===== src/rtl/cordic_scheduler_if.sv =====
// Requester-side request/response bundle of cordic_scheduler.
// The scheduler takes the slave modport; requester front-ends take the master modport.
interface cordic_scheduler_if #(
    parameter int NUM_REQ     = 2,
    parameter int FIXED_WIDTH = 16,
    parameter int SHIFT_W     = 4
);
    logic [NUM_REQ-1:0]             req_valid;
    logic [NUM_REQ-1:0]             req_ready;
    logic [2*NUM_REQ-1:0]           req_mode;
    logic [NUM_REQ-1:0]             req_rot;
    logic [SHIFT_W*NUM_REQ-1:0]     req_shift;
    logic [FIXED_WIDTH*NUM_REQ-1:0] req_a;
    logic [FIXED_WIDTH*NUM_REQ-1:0] req_b;
    logic [NUM_REQ-1:0]             rsp_valid;
    logic [NUM_REQ-1:0]             rsp_ready;
    logic [FIXED_WIDTH-1:0]         rsp_out1;
    logic [FIXED_WIDTH-1:0]         rsp_out2;
    logic                           rsp_err;

    modport master (
        output req_valid, req_mode, req_rot, req_shift, req_a, req_b, rsp_ready,
        input  req_ready, rsp_valid, rsp_out1, rsp_out2, rsp_err
    );

    modport slave (
        input  req_valid, req_mode, req_rot, req_shift, req_a, req_b, rsp_ready,
        output req_ready, rsp_valid, rsp_out1, rsp_out2, rsp_err
    );
endinterface


===== src/rtl/cordic_scheduler.sv =====
// Round-robin scheduler sharing one iterative CORDIC engine among NUM_REQ requesters.
// Define CORDIC_SCHED_TIMEOUT_EN to abort a BUSY wait after TIMEOUT cycles with rsp_err.
module cordic_scheduler #(
    parameter int NUM_REQ     = 2,
    parameter int FIXED_WIDTH = 16,
    parameter int SHIFT_W     = 4,
    parameter int TIMEOUT     = 64
) (
    input  logic                   clk,
    input  logic                   rst_n,
    cordic_scheduler_if.slave      bus,
    output logic                   core_start,
    output logic [1:0]             core_mode,
    output logic                   core_rot,
    output logic [SHIFT_W-1:0]     core_shift,
    output logic [FIXED_WIDTH-1:0] core_a,
    output logic [FIXED_WIDTH-1:0] core_b,
    input  logic [FIXED_WIDTH-1:0] core_out1,
    input  logic [FIXED_WIDTH-1:0] core_out2,
    input  logic                   core_done,
    output logic                   busy
);
    localparam int ID_W = (NUM_REQ > 1) ? $clog2(NUM_REQ) : 1;

    typedef enum logic [1:0] {
        S_IDLE,
        S_ISSUE,
        S_BUSY,
        S_RESP
    } state_t;

    state_t          state, state_nxt;
    logic [ID_W-1:0] rr_ptr, rr_nxt;
    logic [ID_W-1:0] grant_id;
    logic [ID_W-1:0] pick_id;
    logic            pick_vld;
    logic [ID_W:0]   scan_idx;
    logic            illegal_mode;
    logic            rsp_hs;
    logic            timed_out;

    assign illegal_mode = (core_mode == 2'b11);
    assign rsp_hs       = (state == S_RESP) && bus.rsp_ready[grant_id];
    assign rr_nxt       = (grant_id == ID_W'(NUM_REQ - 1)) ? '0 : grant_id + ID_W'(1);

    // First valid requester at or after rr_ptr, wrapping past NUM_REQ-1.
    always_comb begin
        pick_vld = 1'b0;
        pick_id  = '0;
        scan_idx = '0;
        for (int unsigned i = 0; i < NUM_REQ; i++) begin
            scan_idx = {1'b0, rr_ptr} + (ID_W + 1)'(i);
            if (scan_idx >= (ID_W + 1)'(NUM_REQ)) begin
                scan_idx = scan_idx - (ID_W + 1)'(NUM_REQ);
            end
            if (!pick_vld && bus.req_valid[scan_idx[ID_W-1:0]]) begin
                pick_vld = 1'b1;
                pick_id  = scan_idx[ID_W-1:0];
            end
        end
    end

`ifdef CORDIC_SCHED_TIMEOUT_EN
    localparam int TMO_W = $clog2(TIMEOUT + 1);
    logic [TMO_W-1:0] tmo_cnt;

    always_ff @(posedge clk or negedge rst_n) begin
        if (!rst_n) begin
            tmo_cnt <= '0;
        end else if (state != S_BUSY) begin
            tmo_cnt <= '0;
        end else begin
            tmo_cnt <= tmo_cnt + TMO_W'(1);
        end
    end

    assign timed_out = (state == S_BUSY) && !core_done && (tmo_cnt == TMO_W'(TIMEOUT - 1));
`else
    assign timed_out = 1'b0;
`endif

    always_ff @(posedge clk or negedge rst_n) begin
        if (!rst_n) begin
            state <= S_IDLE;
        end else begin
            state <= state_nxt;
        end
    end

    always_comb begin
        state_nxt     = state;
        core_start    = 1'b0;
        busy          = (state != S_IDLE);
        bus.req_ready = '0;
        bus.rsp_valid = '0;
        for (int unsigned i = 0; i < NUM_REQ; i++) begin
            bus.req_ready[i] = (state == S_IDLE) && pick_vld && (pick_id == ID_W'(i));
            bus.rsp_valid[i] = (state == S_RESP) && (grant_id == ID_W'(i));
        end
        case (state)
            S_IDLE: begin
                if (pick_vld) state_nxt = S_ISSUE;
            end
            // Illegal mode passes through ISSUE without starting the engine.
            S_ISSUE: begin
                core_start = !illegal_mode;
                state_nxt  = illegal_mode ? S_RESP : S_BUSY;
            end
            S_BUSY: begin
                if (core_done || timed_out) state_nxt = S_RESP;
            end
            S_RESP: begin
                if (rsp_hs) state_nxt = S_IDLE;
            end
            default: state_nxt = S_IDLE;
        endcase
    end

    always_ff @(posedge clk or negedge rst_n) begin
        if (!rst_n) begin
            rr_ptr       <= '0;
            grant_id     <= '0;
            core_mode    <= '0;
            core_rot     <= 1'b0;
            core_shift   <= '0;
            core_a       <= '0;
            core_b       <= '0;
            bus.rsp_out1 <= '0;
            bus.rsp_out2 <= '0;
            bus.rsp_err  <= 1'b0;
        end else begin
            case (state)
                S_IDLE: begin
                    if (pick_vld) begin
                        grant_id   <= pick_id;
                        core_mode  <= bus.req_mode[2*pick_id +: 2];
                        core_rot   <= bus.req_rot[pick_id];
                        core_shift <= bus.req_shift[SHIFT_W*pick_id +: SHIFT_W];
                        core_a     <= bus.req_a[FIXED_WIDTH*pick_id +: FIXED_WIDTH];
                        core_b     <= bus.req_b[FIXED_WIDTH*pick_id +: FIXED_WIDTH];
                    end
                end
                S_ISSUE: begin
                    if (illegal_mode) begin
                        bus.rsp_out1 <= '0;
                        bus.rsp_out2 <= '0;
                        bus.rsp_err  <= 1'b1;
                    end
                end
                S_BUSY: begin
                    if (core_done) begin
                        bus.rsp_out1 <= core_out1;
                        bus.rsp_out2 <= core_out2;
                        bus.rsp_err  <= 1'b0;
                    end else if (timed_out) begin
                        bus.rsp_out1 <= '0;
                        bus.rsp_out2 <= '0;
                        bus.rsp_err  <= 1'b1;
                    end
                end
                S_RESP: begin
                    if (rsp_hs) begin
                        rr_ptr       <= rr_nxt;
                        bus.rsp_out1 <= '0;
                        bus.rsp_out2 <= '0;
                        bus.rsp_err  <= 1'b0;
                    end
                end
                default: ;
            endcase
        end
    end
endmodule


===== src/flat_wrapper.sv =====
// flat-port wrapper written by rule: the top's interface ports become plain ports
module cordic_scheduler_flat 
#(
    parameter int NUM_REQ     = 2,
    parameter int FIXED_WIDTH = 16,
    parameter int SHIFT_W     = 4,
    parameter int TIMEOUT     = 64
)
  (clk, rst_n, core_start, core_mode, core_rot, core_shift, core_a, core_b, core_out1, core_out2, core_done, busy, bus_req_valid, bus_req_mode, bus_req_rot, bus_req_shift, bus_req_a, bus_req_b, bus_rsp_ready, bus_req_ready, bus_rsp_valid, bus_rsp_out1, bus_rsp_out2, bus_rsp_err);
  cordic_scheduler_if #(.NUM_REQ(NUM_REQ), .FIXED_WIDTH(FIXED_WIDTH), .SHIFT_W(SHIFT_W)) bus_i ();
  input  logic clk;
  input  logic rst_n;
  output logic core_start;
  output logic [1:0] core_mode;
  output logic core_rot;
  output logic [SHIFT_W-1:0] core_shift;
  output logic [FIXED_WIDTH-1:0] core_a;
  output logic [FIXED_WIDTH-1:0] core_b;
  input  logic [FIXED_WIDTH-1:0] core_out1;
  input  logic [FIXED_WIDTH-1:0] core_out2;
  input  logic core_done;
  output logic busy;
  input wire logic [$bits(bus_i.req_valid)-1:0] bus_req_valid;
  input wire logic [$bits(bus_i.req_mode)-1:0] bus_req_mode;
  input wire logic [$bits(bus_i.req_rot)-1:0] bus_req_rot;
  input wire logic [$bits(bus_i.req_shift)-1:0] bus_req_shift;
  input wire logic [$bits(bus_i.req_a)-1:0] bus_req_a;
  input wire logic [$bits(bus_i.req_b)-1:0] bus_req_b;
  input wire logic [$bits(bus_i.rsp_ready)-1:0] bus_rsp_ready;
  output wire logic [$bits(bus_i.req_ready)-1:0] bus_req_ready;
  output wire logic [$bits(bus_i.rsp_valid)-1:0] bus_rsp_valid;
  output wire logic [$bits(bus_i.rsp_out1)-1:0] bus_rsp_out1;
  output wire logic [$bits(bus_i.rsp_out2)-1:0] bus_rsp_out2;
  output wire logic [$bits(bus_i.rsp_err)-1:0] bus_rsp_err;
  assign bus_i.req_valid = bus_req_valid;
  assign bus_i.req_mode = bus_req_mode;
  assign bus_i.req_rot = bus_req_rot;
  assign bus_i.req_shift = bus_req_shift;
  assign bus_i.req_a = bus_req_a;
  assign bus_i.req_b = bus_req_b;
  assign bus_i.rsp_ready = bus_rsp_ready;
  assign bus_req_ready = bus_i.req_ready;
  assign bus_rsp_valid = bus_i.rsp_valid;
  assign bus_rsp_out1 = bus_i.rsp_out1;
  assign bus_rsp_out2 = bus_i.rsp_out2;
  assign bus_rsp_err = bus_i.rsp_err;
  cordic_scheduler #(.NUM_REQ(NUM_REQ), .FIXED_WIDTH(FIXED_WIDTH), .SHIFT_W(SHIFT_W), .TIMEOUT(TIMEOUT)) u_core (.clk(clk), .rst_n(rst_n), .bus(bus_i), .core_start(core_start), .core_mode(core_mode), .core_rot(core_rot), .core_shift(core_shift), .core_a(core_a), .core_b(core_b), .core_out1(core_out1), .core_out2(core_out2), .core_done(core_done), .busy(busy));
endmodule

===== config.mk =====
export PLATFORM = sky130hd
export DESIGN_NAME = cordic_scheduler_flat
export DESIGN_NICKNAME = d
export VERILOG_FILES = /design/src/rtl/cordic_scheduler_if.sv /design/src/rtl/cordic_scheduler.sv /design/src/flat_wrapper.sv
export SDC_FILE = /design/constraint.sdc
export NUM_CORES = 1
export LEC_CHECK = 0
export BUFFER_PORTS_ARGS = -buffer_cell sky130_fd_sc_hd__buf_2
export CORE_ASPECT_RATIO = 0.8
export CORE_MARGIN = 2
export CORE_UTILIZATION = 40
export DETAILED_ROUTE_END_ITERATION = 8
export PLACE_DENSITY = 0.82
export SLEW_MARGIN = 40
export SYNTH_ARGS = -nofsm -noshare
export SYNTH_HDL_FRONTEND = slang
export SYNTH_SLANG_ARGS = --single-unit

===== constraint.sdc =====
create_clock -name clk -period 2.3 [get_ports clk]
set_clock_uncertainty 0.05 [all_clocks]
set_input_delay 0.23 -clock clk [delete_from_list [all_inputs] [get_ports clk]]
set_output_delay 0.23 -clock clk [all_outputs]
set_load 0.005 [all_outputs]

==> impl_metrics.json <==
{
  "status": "finished, final reports clean",
  "min_path_type": "in2reg",
  "muxShareOfSynthArea_pct": 10.2,
  "period_share_pct": 93.5,
  "slew_headroom_pct": 53.2,
  "synth_top_cells_by_count": "76 x dfrtp_1, 39 x a221o_1, 39 x and3_1",
  "crit_arrival_ns": 2.37,
  "syn_area_sq_um": 3470,
  "fmax_ghz": 0.465,
  "drt_wl_total_mm": 9.27,
  "leakage_nw": 2.72,
  "synth_nets": 431,
  "htree_num_levels": 3,
  "cts_root_buf": "clkbuf_8",
  "num_antenna_cells": 0,
  "grtUsageMet3_pct": 6.06,
  "yosysWarnings": 0,
  "cts_buffers": 9,
  "antenna_found_initial": 1,
  "grt_use_met2_pct": 32.1,
  "via_per_inst": 5.01,
  "synth_fa_ha_area_share_pct": 1.80,
  "numPortBuffers": 194,
  "synth-seq-cells": 76,
  "setup_viol": 0,
  "synth_xor_xnor_area_share_pct": 0,
  "fin_ws_ns": 0.150,
  "p_total_mw": 5.87,
  "grt_pass1_wl_mm": 14.3,
  "clk-insertion-delay-late_ns": 0.34,
  "yosysMostFrequentCell": "dfrtp_1",
  "synth_area_leader_cell": "dfrtp_1",
  "maxSlewViolCount": 0,
  "final_nets": 620,
  "worstPathRequired_ns": 2.52,
  "worstMarginPinSlew_ns": 0.701,
  "final_core_util_pct": 56.6,
  "yosys-top-cells-area": "dfrtp_1 55%, a221o_1 11%, mux2i_1 9.5%",
  "synth_compound_area_share_pct": 13.9,
  "antenna_left": 0,
  "area_delta_synth_final_pct": 37.7,
  "regArea_sq_um": 1900,
  "fillers": 747,
  "drc_errors": 0,
  "tns_ns": 0,
  "clk_path_buf_depth": 2,
  "initial_utilization_pct": 41.1,
  "power.density_nw_per_um2": 1230,
  "netlist_instances": 309,
  "grtUsageTotal_pct": 19.3,
  "io_pins": 195,
  "drt_iter0_markers": 159,
  "drive_above_1_share_pct": 43.9,
  "clk_pin_slew_ns": 0.08,
  "finalHoldViolations": 0,
  "yosysUniqueCellTypes": 23,
  "gr-max-usage-layer": "met2",
  "grt_pass1_vias": 2966,
  "synth_top_area_share_pct": 54.8,
  "wl_per_cell_microns": 15.1,
  "die_h_microns": 87.3,
  "grt-ovfl-total": 0,
  "floorplan.rows": 30,
  "dr_total_vias": 3080,
  "met1_usage_pct": 23.8,
  "grt_max_degree": 77,
  "multiInputGateArea_sq_um": 1340,
  "crit_type": "reg2reg",
  "yosysSeqAreaShare_pct": 54.8,
  "routabilityCongestion": 0.788,
  "hpwlAfterDp_mm": 6.76,
  "avgSynthCellArea_sq_um": 11.2,
  "cts_setup_buffers": 0,
  "worstPathMaxFanout": 29,
  "die_w_microns": 108,
  "core-area_sq_um": 8450,
  "start_kind": "flop",
  "hold_slack_ns": 0.0585,
  "synth_top_family_by_area": "compound AO/OA/AOI/OAI gates",
  "vdd_ir_drop_max_uv": 543,
  "place_ws_ns": 0.171,
  "synth_edf_count": 0,
  "ys.flop_type": "dfrtp_1",
  "clkSinkCount": 76,
  "cap_violations": 0,
  "rsz0062_at_grt": "no",
  "die_area_sq_um": 9450,
  "synthArstFlopShare_pct": 100,
  "cts_tree": "done",
  "drtPass1Iterations": 4,
  "fin_crit_ns": 2.15,
  "end_kind": "flop",
  "synthSimpleGateAreaFrac_pct": 12.2
}
==> path summary, 6_finish.rpt <==
kind                            depth (start not counted)                 endpoint               start  slack, ns
worst max-delay path                                    7  u_core.bus.rsp_out1[12]     u_core.state[0]       0.15
worst min-delay path                                    2         u_core.core_a[2]       bus_req_a[18]       0.06
worst max register to register                          7  u_core.bus.rsp_out1[12]     u_core.state[0]       0.15
worst min register to register                          1       u_core.bus.rsp_err  u_core.bus.rsp_err       0.45
max in group asynchronous                               2   u_core.bus.rsp_out2[3]               rst_n       1.28
min in group asynchronous                               2  u_core.bus.rsp_out2[10]               rst_n       0.41
==> routing by layer <==
layer	share of wire, %	up-vias
met5	0.17	-
met4	1.2	2
met3	9.0	12
met2	48	138
met1	42	1460
li1	-	1468
==> layout make-up <==
| type | instances | share of cell area (%) |
|---|---|---|
| multi-input combinational | 173 | 28.0 |
| clock inverter | 6 | 1.36 |
| clock buffer | 10 | 2.67 |
| inverter | 36 | 2.83 |
| sequential | 76 | 39.8 |
| tap | 112 | 2.93 |
| timing repair buffer | 202 | 22.4 |
==> registers in the layout, summed over array words and instances (netlist names) <==
name,count
u_core.bus.rsp_out2,16
u_core.grant_id,1
u_core.bus.rsp_err,1
u_core.bus.rsp_out1,16
u_core.core_shift,4
u_core.core_a,16
u_core.core_b,16
u_core.state,2
u_core.rr_ptr,1
u_core.core_rot,1
u_core.core_mode,2
==> stage by stage <==
stage | std cells | instance area [sq um]
5_1_grt | 615 | 4780
6_report | 615 | 4780
3_3_place_gp | 598 | 4570
4_1_cts | 615 | 4770
2_1_floorplan | 309 | 3470
3_5_place_dp | 598 | 4570
==> cells in the final DEF (no fill, tap or decap), drive strengths merged <==
cell type,count
inv,36
a21o,2
a221oi,1
ha,5
a221o,39
nor2b,2
nand4,1
buf,201
nor2,2
and2,3
o32a,1
and3,39
bufinv,1
mux2i,33
o21ai,3
dlygate4sd3,1
a2111oi,1
clkinvlp,1
a21oi,2
mux2,2
nand2,36
dfrtp,76
clkinv,4
clkbuf,10
a21boi,1
==> critical path, stage by stage (launching register included) <==
cell and delay, ns:
dfrtp_1 0.44, inv_1 0.11, ha_1 0.23, nor2b_1 0.18
a2111oi_4 0.39, buf_12 0.27, buf_4 0.20, mux2i_1 0.19
==> cells by family after synthesis <==
family,Yosys count
flip-flops,76
AND/OR/NAND/NOR,83
AO/OA/AOI/OAI,50
buffers and inverters,60
multiplexers,35
adder cells (fa/ha/maj),5
==> power breakdown <==
| group | internal [mW] | switching [mW] | total [mW] |
|---|---|---|---|
| combinational | 1.38 | 1.32 | 2.70 |
| clock | 0.502 | 0.503 | 1.01 |
| sequential | 1.86 | 0.314 | 2.17 |
==> what timing repair did <==
| item | CTS | global route |
|---|---|---|
| hold buffers | 1 | 0 |
| gates resized for setup | 0 | 3 |
| setup endpoints to repair | 0 | 1 |
| endpoints found under the hold margin | 76 | 0 |
(Power assumes the default switching activity.)
